<file path="src/rtl/gauss_frame_sched.sv">
// Frame sequencer for the 3x3 Gaussian engine: walks the image in raster order,
// gathers each border-clamped neighbourhood, runs the engine and stores the result.
module gauss_frame_sched #(
   parameter int IMG_W   = 8,
   parameter int IMG_H   = 8,
   parameter int ADDR_W  = 12,
   parameter int TIMEOUT = 64
) (
   input  logic              clk_i_g,
   input  logic              rst_i_g,
   input  logic              start_i,
   output logic              busy_o,
   output logic              done_o,
   output logic              err_o,
   output logic              rd_en_o,
   output logic [ADDR_W-1:0] rd_addr_o,
   input  logic [7:0]        rd_data_i,
   output logic [7:0]        win_0_o,
   output logic [7:0]        win_1_o,
   output logic [7:0]        win_2_o,
   output logic [7:0]        win_3_o,
   output logic [7:0]        win_4_o,
   output logic [7:0]        win_5_o,
   output logic [7:0]        win_6_o,
   output logic [7:0]        win_7_o,
   output logic [7:0]        win_8_o,
   output logic              eng_en_o,
   input  logic [7:0]        eng_result_i,
   input  logic              eng_done_i,
   output logic              wr_en_o,
   output logic [ADDR_W-1:0] wr_addr_o,
   output logic [7:0]        wr_data_o
);

   localparam int TW = $clog2(TIMEOUT + 1);
   localparam logic [ADDR_W-1:0] X_LAST  = ADDR_W'(IMG_W - 1);
   localparam logic [ADDR_W-1:0] Y_LAST  = ADDR_W'(IMG_H - 1);
   localparam logic [ADDR_W-1:0] ROW     = ADDR_W'(IMG_W);
   localparam logic [ADDR_W-1:0] ONE     = ADDR_W'(1);
   localparam logic [TW-1:0]     TO_LAST = TW'(TIMEOUT - 1);

   typedef enum logic [2:0] {
      S_IDLE, S_FETCH, S_LOAD, S_RUN, S_WRITE, S_GAP, S_FIN
   } state_t;

   state_t            state_reg;
   logic [ADDR_W-1:0] x_reg, y_reg;
   logic [ADDR_W-1:0] x_next, y_next;
   logic [3:0]        k_reg;
   logic [TW-1:0]     tmo_reg;
   logic              abort_reg;
   logic              last_pix;

   // Neighbour coordinates use an explicit zero/last check so nothing wraps.
   function automatic logic [ADDR_W-1:0] win_addr(input logic [ADDR_W-1:0] x,
                                                  input logic [ADDR_W-1:0] y,
                                                  input logic [3:0]        k);
      logic [ADDR_W-1:0] xx, yy;
      if (k < 4'd3)      yy = (y == '0) ? y : y - ONE;
      else if (k < 4'd6) yy = y;
      else               yy = (y == Y_LAST) ? y : y + ONE;
      case (k)
         4'd0, 4'd3, 4'd6: xx = (x == '0) ? x : x - ONE;
         4'd1, 4'd4, 4'd7: xx = x;
         default:          xx = (x == X_LAST) ? x : x + ONE;
      endcase
      return yy * ROW + xx;
   endfunction

   always_comb begin
      x_next = x_reg + ONE;
      y_next = y_reg;
      if (x_reg == X_LAST) begin
         x_next = '0;
         y_next = y_reg + ONE;
      end
   end

   assign last_pix = (x_reg == X_LAST) && (y_reg == Y_LAST);

   always_ff @(posedge clk_i_g or negedge rst_i_g) begin
      if (!rst_i_g) begin
         state_reg <= S_IDLE;
         x_reg     <= '0;
         y_reg     <= '0;
         k_reg     <= '0;
         tmo_reg   <= '0;
         abort_reg <= 1'b0;
         busy_o    <= 1'b0;
         done_o    <= 1'b0;
         err_o     <= 1'b0;
         rd_en_o   <= 1'b0;
         rd_addr_o <= '0;
         eng_en_o  <= 1'b0;
         wr_en_o   <= 1'b0;
         wr_addr_o <= '0;
         wr_data_o <= '0;
      end else begin
         done_o <= 1'b0;
         case (state_reg)
            S_IDLE: begin
               if (start_i) begin
                  err_o     <= 1'b0;
                  abort_reg <= 1'b0;
                  x_reg     <= '0;
                  y_reg     <= '0;
                  k_reg     <= '0;
                  busy_o    <= 1'b1;
                  rd_en_o   <= 1'b1;
                  rd_addr_o <= win_addr('0, '0, 4'd0);
                  state_reg <= S_FETCH;
               end
            end
            S_FETCH: begin
               if (k_reg == 4'd8) begin
                  rd_en_o   <= 1'b0;
                  state_reg <= S_LOAD;
               end else begin
                  k_reg     <= k_reg + 4'd1;
                  rd_addr_o <= win_addr(x_reg, y_reg, k_reg + 4'd1);
               end
            end
            S_LOAD: begin
               tmo_reg   <= '0;
               eng_en_o  <= 1'b1;
               state_reg <= S_RUN;
            end
            S_RUN: begin
               if (eng_done_i) begin
                  wr_data_o <= eng_result_i;
                  wr_en_o   <= 1'b1;
                  wr_addr_o <= y_reg * ROW + x_reg;
                  state_reg <= S_WRITE;
               end else if (tmo_reg == TO_LAST) begin
                  err_o     <= 1'b1;
                  abort_reg <= 1'b1;
                  eng_en_o  <= 1'b0;
                  state_reg <= S_GAP;
               end else begin
                  tmo_reg <= tmo_reg + TW'(1);
               end
            end
            S_WRITE: begin
               // Enable stays up through WRITE so the engine finishes its clear cycle.
               wr_en_o   <= 1'b0;
               eng_en_o  <= 1'b0;
               state_reg <= S_GAP;
            end
            S_GAP: begin
               if (abort_reg || last_pix) begin
                  done_o    <= 1'b1;
                  state_reg <= S_FIN;
               end else begin
                  x_reg     <= x_next;
                  y_reg     <= y_next;
                  k_reg     <= '0;
                  rd_en_o   <= 1'b1;
                  rd_addr_o <= win_addr(x_next, y_next, 4'd0);
                  state_reg <= S_FETCH;
               end
            end
            S_FIN: begin
               busy_o    <= 1'b0;
               state_reg <= S_IDLE;
            end
            default: state_reg <= S_IDLE;
         endcase
      end
   end

   // Read data trails its strobe by one cycle, so slot gi fills while k = gi+1 (slot 8 in LOAD).
   for (genvar gi = 0; gi < 9; gi++) begin : g_win
      logic [7:0] win_reg;
      always_ff @(posedge clk_i_g or negedge rst_i_g) begin
         if (!rst_i_g)
            win_reg <= '0;
         else if ((state_reg == S_FETCH && k_reg == 4'(gi + 1)) ||
                  (state_reg == S_LOAD && gi == 8))
            win_reg <= rd_data_i;
      end
   end

   assign win_0_o = g_win[0].win_reg;
   assign win_1_o = g_win[1].win_reg;
   assign win_2_o = g_win[2].win_reg;
   assign win_3_o = g_win[3].win_reg;
   assign win_4_o = g_win[4].win_reg;
   assign win_5_o = g_win[5].win_reg;
   assign win_6_o = g_win[6].win_reg;
   assign win_7_o = g_win[7].win_reg;
   assign win_8_o = g_win[8].win_reg;

endmodule
</file>
<file path="config.mk">
export PLATFORM = sky130hd
export DESIGN_NAME = gauss_frame_sched
export DESIGN_NICKNAME = d
export VERILOG_FILES = /design/src/rtl/gauss_frame_sched.sv
export SDC_FILE = /design/constraint.sdc
export NUM_CORES = 1
export LEC_CHECK = 0
export ABC_AREA = 1
export ABC_CLOCK_PERIOD_IN_PS = 6400
export CORE_ASPECT_RATIO = 1.1
export CORE_MARGIN = 1.5
export CORE_UTILIZATION = 40
export CTS_CLUSTER_SIZE = 16
export DETAILED_ROUTE_END_ITERATION = 10
export SYNTH_ARGS = -nofsm -noshare
export SYNTH_HDL_FRONTEND = slang
export SYNTH_SLANG_ARGS = --single-unit
</file>
<file path="constraint.sdc">
create_clock -name clk_i_g -period 6.4 [get_ports clk_i_g]
set_clock_uncertainty 0.15 [all_clocks]
set_input_delay 1.28 -clock clk_i_g [delete_from_list [all_inputs] [get_ports clk_i_g]]
set_output_delay 1.28 -clock clk_i_g [all_outputs]
set_load 0.01 [all_outputs]
</file>
; Yosys cells after proc, flatten, opt, wreduce, memory -nomap -nowiden
; Index checks and enable logic that the tools add are counted.
[word_totals]
regBits = 148
inputBits = 20
output_inout_bits = 110
elab_cells = 161
[classes]
n_addsub = 11
order_cmp = 2
n_eq_ne = 32
mux = 56
n_reduce_logical = 37
[ops]
columns = operator, n
row1 = $mux 12, 14
row2 = $mux 9, 9
row3 = $pmux 12 s2, 3
row4 = $logic_not 12->1, 4
row5 = $add 12x12->12, 3
row6 = $pmux 12 s3, 1
row7 = $eq 4x3->1 const B, 7
row8 = $add 12x1->12 const B, 2
row9 = $eq 12x3->1 const B, 2
row10 = $sub 12x1->12 const B, 2
row11 = $pmux 3 s6, 1
row12 = $sub 9x1->9 const B, 2
row13 = $mux 3, 5
row14 = $mux 7, 2
row15 = $ne 2x2->1 const B, 7
row16 = $pmux 7 s2, 1
row17 = $eq 4x2->1 const B, 3
row18 = $mux 4, 3
row19 = $pmux 4 s3, 1
row20 = $reduce_and 3->1, 4
row21 = $reduce_and 4->1, 3
row22 = $mux 1, 11
row23 = $logic_and 1x1->1, 10
row24 = $reduce_bool 2->1, 5
row25 = 20 further kinds, 33

; Longest topological paths before layout
[logic_depth]
depth_word = 9
depth_mapped = 33
ltp_nobuf = 32

; Least setup slack after synthesis
; Ideal clock, no wire load.
[synth_path]
path_kind = register to register
start = register x_reg[1]
end = register rd_addr_o[11]
setup_ps = 116
arrival_ps = 3569
required_ps = 6134
setup_slack_ps = 2564
stages_incl_launch_ff = 29
path_buffers = 1
period_less_slack_ps = 3836
path_cell_list = dfrtp_1 -> ha_1 -> nand3_4 -> nor2_8 -> nand2_8 -> buf_8 -> ha_1 -> nor2_1 -> nand2_4 -> xor2_1 -> nor2_1 -> ha_1 -> fa_1 -> nand2_1 -> inv_1 -> o21ai_0 -> nand2_1 -> nand2_1 -> nand2_1 -> a21oi_1 -> nor2_1 -> nor2_1 -> nor2_1 -> nor2_1 -> nand3_1 -> nand3_1 -> nand2_1 -> nand2_1 -> nand2_1
[synth_between]
elab_chain_len = 9
elab_cells_between_ends = 30
cone_classes = 6 x add/sub / 2 x eq/ne / 16 x mux / 6 x reduce/logical
[synth_lines]
columns = element, line_no
row1 = start: declaration, 47  ; logic [ADDR_W-1:0] x_reg, y_reg;
row2 = start signal: assignment, 154  ; x_reg <= x_next;
row3 = $add 12x1->12 / $eq 12x3->1 (equally long branches), n/a
row4 = $mux 12, 73  ; if (x_reg == X_LAST) begin
row5 = "$sub 12x1->12, or another cell as far along", 63  ; 4'd0, 4'd3, 4'd6: xx = (x == '0) ? x : x - ONE;
row6 = $mux 12 / $mux 9 (equally long branches), "63, 59"
row7 = $mux 12 / $mux 9 (equally long branches), 150  ; if (abort_reg || last_pix) begin
row8 = $mux 12 / $mux 9 (equally long branches), 100  ; case (state_reg)
row9 = $add 12x12->12, 67  ; return yy * ROW + xx;
row10 = $mux 12, 150
row11 = $pmux 12 s3, 100
row12 = end signal: assignment, 110  ; rd_addr_o <= win_addr('0, '0, 4'd0);
row13 = end signal: assignment, 120  ; rd_addr_o <= win_addr(x_reg, y_reg, k_reg + 4'd1);
row14 = end signal: assignment, 158  ; rd_addr_o <= win_addr(x_next, y_next, 4'd0);
row15 = end: declaration, 16  ; output logic [ADDR_W-1:0] rd_addr_o,
; Parallel ways exist; a longest one is shown, timed or not. The select of a mux whose other input is x is not followed.
; A chain may end at the register's enable or synchronous reset.

; Worst setup path after layout
; Same ends and word-level chain as after synthesis.

==> summary.txt <==
Run status
  – Outcome: finished clean

Synthesis
  – Cells after Synth: 1189
  – Yosys top cell area share: 41.2%
  – Syn Std Cell Area: 8980 um2
  – Syn Nets: 1250
  – Synth warnings: 0
  – Register bit total from synthesis: 148
  – Post-synth top area cell: dfrtp_1
  – Yosys cell types: 57
  – Ys flop type: dfrtp_1
  – Fraction of registers with async set/reset: 100%
  – EDFF count, synth: 0
  – Post-synthesis sequential area ratio: 41.2%
  – Avg Cell Area, Syn: 7.55 um2
  – Top cells by area, synth: dfrtp_1 41%, nand2_1 12%, o21ai_0 6.1%

Timing
  – Hold_ws: 321 ps
  – Final Max Tran Viols: 0
  – Fin Setup TNS: 0 ps
  – Slew HR: 29.7%
  – Min Tclk post-route: 4420 ps
  – Unrepaired setup endpoints after global routing: false
  – Hold Violations, Final: 0
  – Tightest Pin Transition: 1050 ps
  – Final setup violating endpoints: 0
  – Fmax: 0.226 GHz
  – Tcrit/Tclk final: 69.1%

Place
  – Placer Congestion: 0.977
  – Post-DP HPWL: 20.2 mm
  – Port Buffers: 129

Final layout
  – End-of-flow core utilization: 50.4%
  – Final Net Count: 1369
  – Diodes inserted: 0
  – P&R area growth vs syn: 23.6%
  – Filler Cell Count: 2175
  – Share of cells above drive strength 1: 7.34%

Clock tree
  – Clk sinks: 148
  – Clk buf depth: 2
  – Post-CTS Resized: 0
  – CTS tree: built
  – Clock latency on the worst-skew pair: 440 ps
  – Post-CTS Setup Bufs: 0
  – Clk slew on worst S/H paths: 80 ps
  – Root buffer selected by CTS: clkbuf_16
  – CTS buffer count: 17
  – Maximum level of the CTS H-tree: 4
  – Post-CTS Hold Fix Bufs: 0

Worst setup path
  – Critical-path maximum fanout: 8
  – Startpoint types: flop
  – Setup CP Type: reg -> reg
  – Slowest-stage cell, CP: dfrtp_1
  – CP dominant cell by count: nand2_1
  – CP required: 6630 ps
  – Worst stage delay on the critical path: 540 ps
  – CP Capture Type: flop
  – Crit path DAT: 4650 ps

Power
  – Worst vdd ir: 0.219 mV
  – Leak: 5.39 nW
  – PwrDens: 438 nW/um2
  – Overall power: 4.86 mW

Route
  – Drt drc: 0
  – First-pass iteration count of the detailed router: 5
  – Routed len/inst: 16.7 um
  – Final WL: 27.0 mm
  – Iter 0 DRT Violations: 437
  – Avg Vias per Cell: 5.10
  – Antenna-violating nets left: 0
  – Via count: 8236

Die
  – Num ports: 130
  – Die area: 23400 um2
  – Die H: 160 um
  – Core Area: 22000 um2
  – Die Span X: 146 um
  – Initial core utilization: 40.7%
  – Placement Rows: 57

GRT
  – Overall routing resource usage: 23.7%
  – Overflow after GRT: 0
  – First-pass GRT wire length: 43.4 mm
  – Pin count of the biggest net entering global routing: 98
  – Vias in the first global route: 8038
  – Initial antenna violation count: 0

Worst hold path
  – HP Class: reg -> reg

Job
  – Max Cap Viol: 0
layout by cell type (no fill, tap or decap), drive strengths merged, types with 2 or more instances in the layout:
cell           count
clkdlybuf4s50    128
clkinv            10
dfrtp            148
a21o               2
nor3              16
o21ai            120
xor2              20
clkbuf            17
fa                 3
o211ai             9
o21bai             4
or2                2
xnor2              2
inv              146
o31ai              3
nand2            297
a22oi              4
buf                5
nand4             20
ha                38
nand3             76
o22ai              7
a31oi              3
nor2             153
a21oi             76
cell usage after synthesis (3+ instances only):
master	count
nand3_1	72
xor2_1	20
buf_2	11
nand3_2	3
nor2_2	11
o21bai_1	4
o21ai_1	7
nand4_1	19
a21oi_1	75
inv_1	126
clkbuf_1	11
nor2_1	134
a31oi_1	3
nand2_2	7
nor3_1	15
ha_1	38
nand2_4	4
dfrtp_1	148
fa_1	3
buf_4	3
buf_6	5
o211ai_1	9
o21ai_2	3
o22ai_1	7
nand2_1	285
nor2_4	7
a22oi_1	4
inv_2	11
o21ai_0	110
power by group:
group	internal (mW)	switching, mW
sequential	1.24	0.179
combinational	0.969	1.43
clock	0.536	0.510
worst max-delay path: cells and delay by family, from the launching register on:
| kind | cells | cell delay, ps |
|---|---|---|
| AO/OA/AOI/OAI | 3 | 400 |
| XOR/XNOR | 1 | 200 |
| adder cells (fa/ha/maj) | 2 | 810 |
| buffers and inverters | 3 | 190 |
| flip-flops | 1 | 540 |
| AND/OR/NAND/NOR | 22 | 2070 |
per-layer routing:
layer | part of all wire (%) | wire length (um) | global-route usage, % | vias to the layer above
li1 | - | - | - | 4138
met1 | 43 | 11600 | 29.0 | 3795
met2 | 47 | 12700 | 39.4 | 246
met3 | 6.4 | 1720 | 6.31 | 57
met4 | 3.4 | 921 | 9.97 | 0
met5 | 0 | 0 | 0 | -
logic make-up (layout without fill, tap and decap cells):
family	after synthesis	after routing	share of synthesized area, %
AOI/OAI and AO/OA	238	238	14.7
DFF	148	148	41.2
xor gates and xnor gates	22	22	2.15
adders and majority gates	41	41	5.96
buffers and inverters	174	306	8.14
and+or+nand+nor	566	566	27.8
layout make-up:
type | instances | area, um2 | area share, %
Clock inverter | 15 | 194 | 1.75
Clock buffer | 17 | 425 | 3.83
Multi-Input combinational cell | 867 | 4550 | 41.0
Inverter | 141 | 533 | 4.80
Timing Repair Buffer | 133 | 1320 | 11.9
Sequential cell | 148 | 3700 | 33.4
Tap cell | 295 | 369 | 3.32
through the flow:
step	cells	area [um2]	setup WS, ps
floorplan	1189	8980	2560
global placement	1584	10500	2100
detailed placement	1584	10500	2030
CTS	1616	11100	2010
global route	1616	11100	1520
finish	1616	11100	1980
path summary, 6_finish.rpt:
path / to / from / slack (ps) / cells past startpoint
min reg2reg: wr_data_o[3] / wr_data_o[3] / 320 / 2
max in group asynchronous: win_1_o[6] / rst_i_g / 4080 / 2
min in group asynchronous: wr_data_o[6] / rst_i_g / 800 / 1
min: wr_data_o[3] / wr_data_o[3] / 320 / 2
max: rd_addr_o[11] / x_reg[1] / 1980 / 31
max reg2reg: rd_addr_o[11] / x_reg[1] / 1980 / 31
Note: power is estimated with default switching activity, not from simulation.
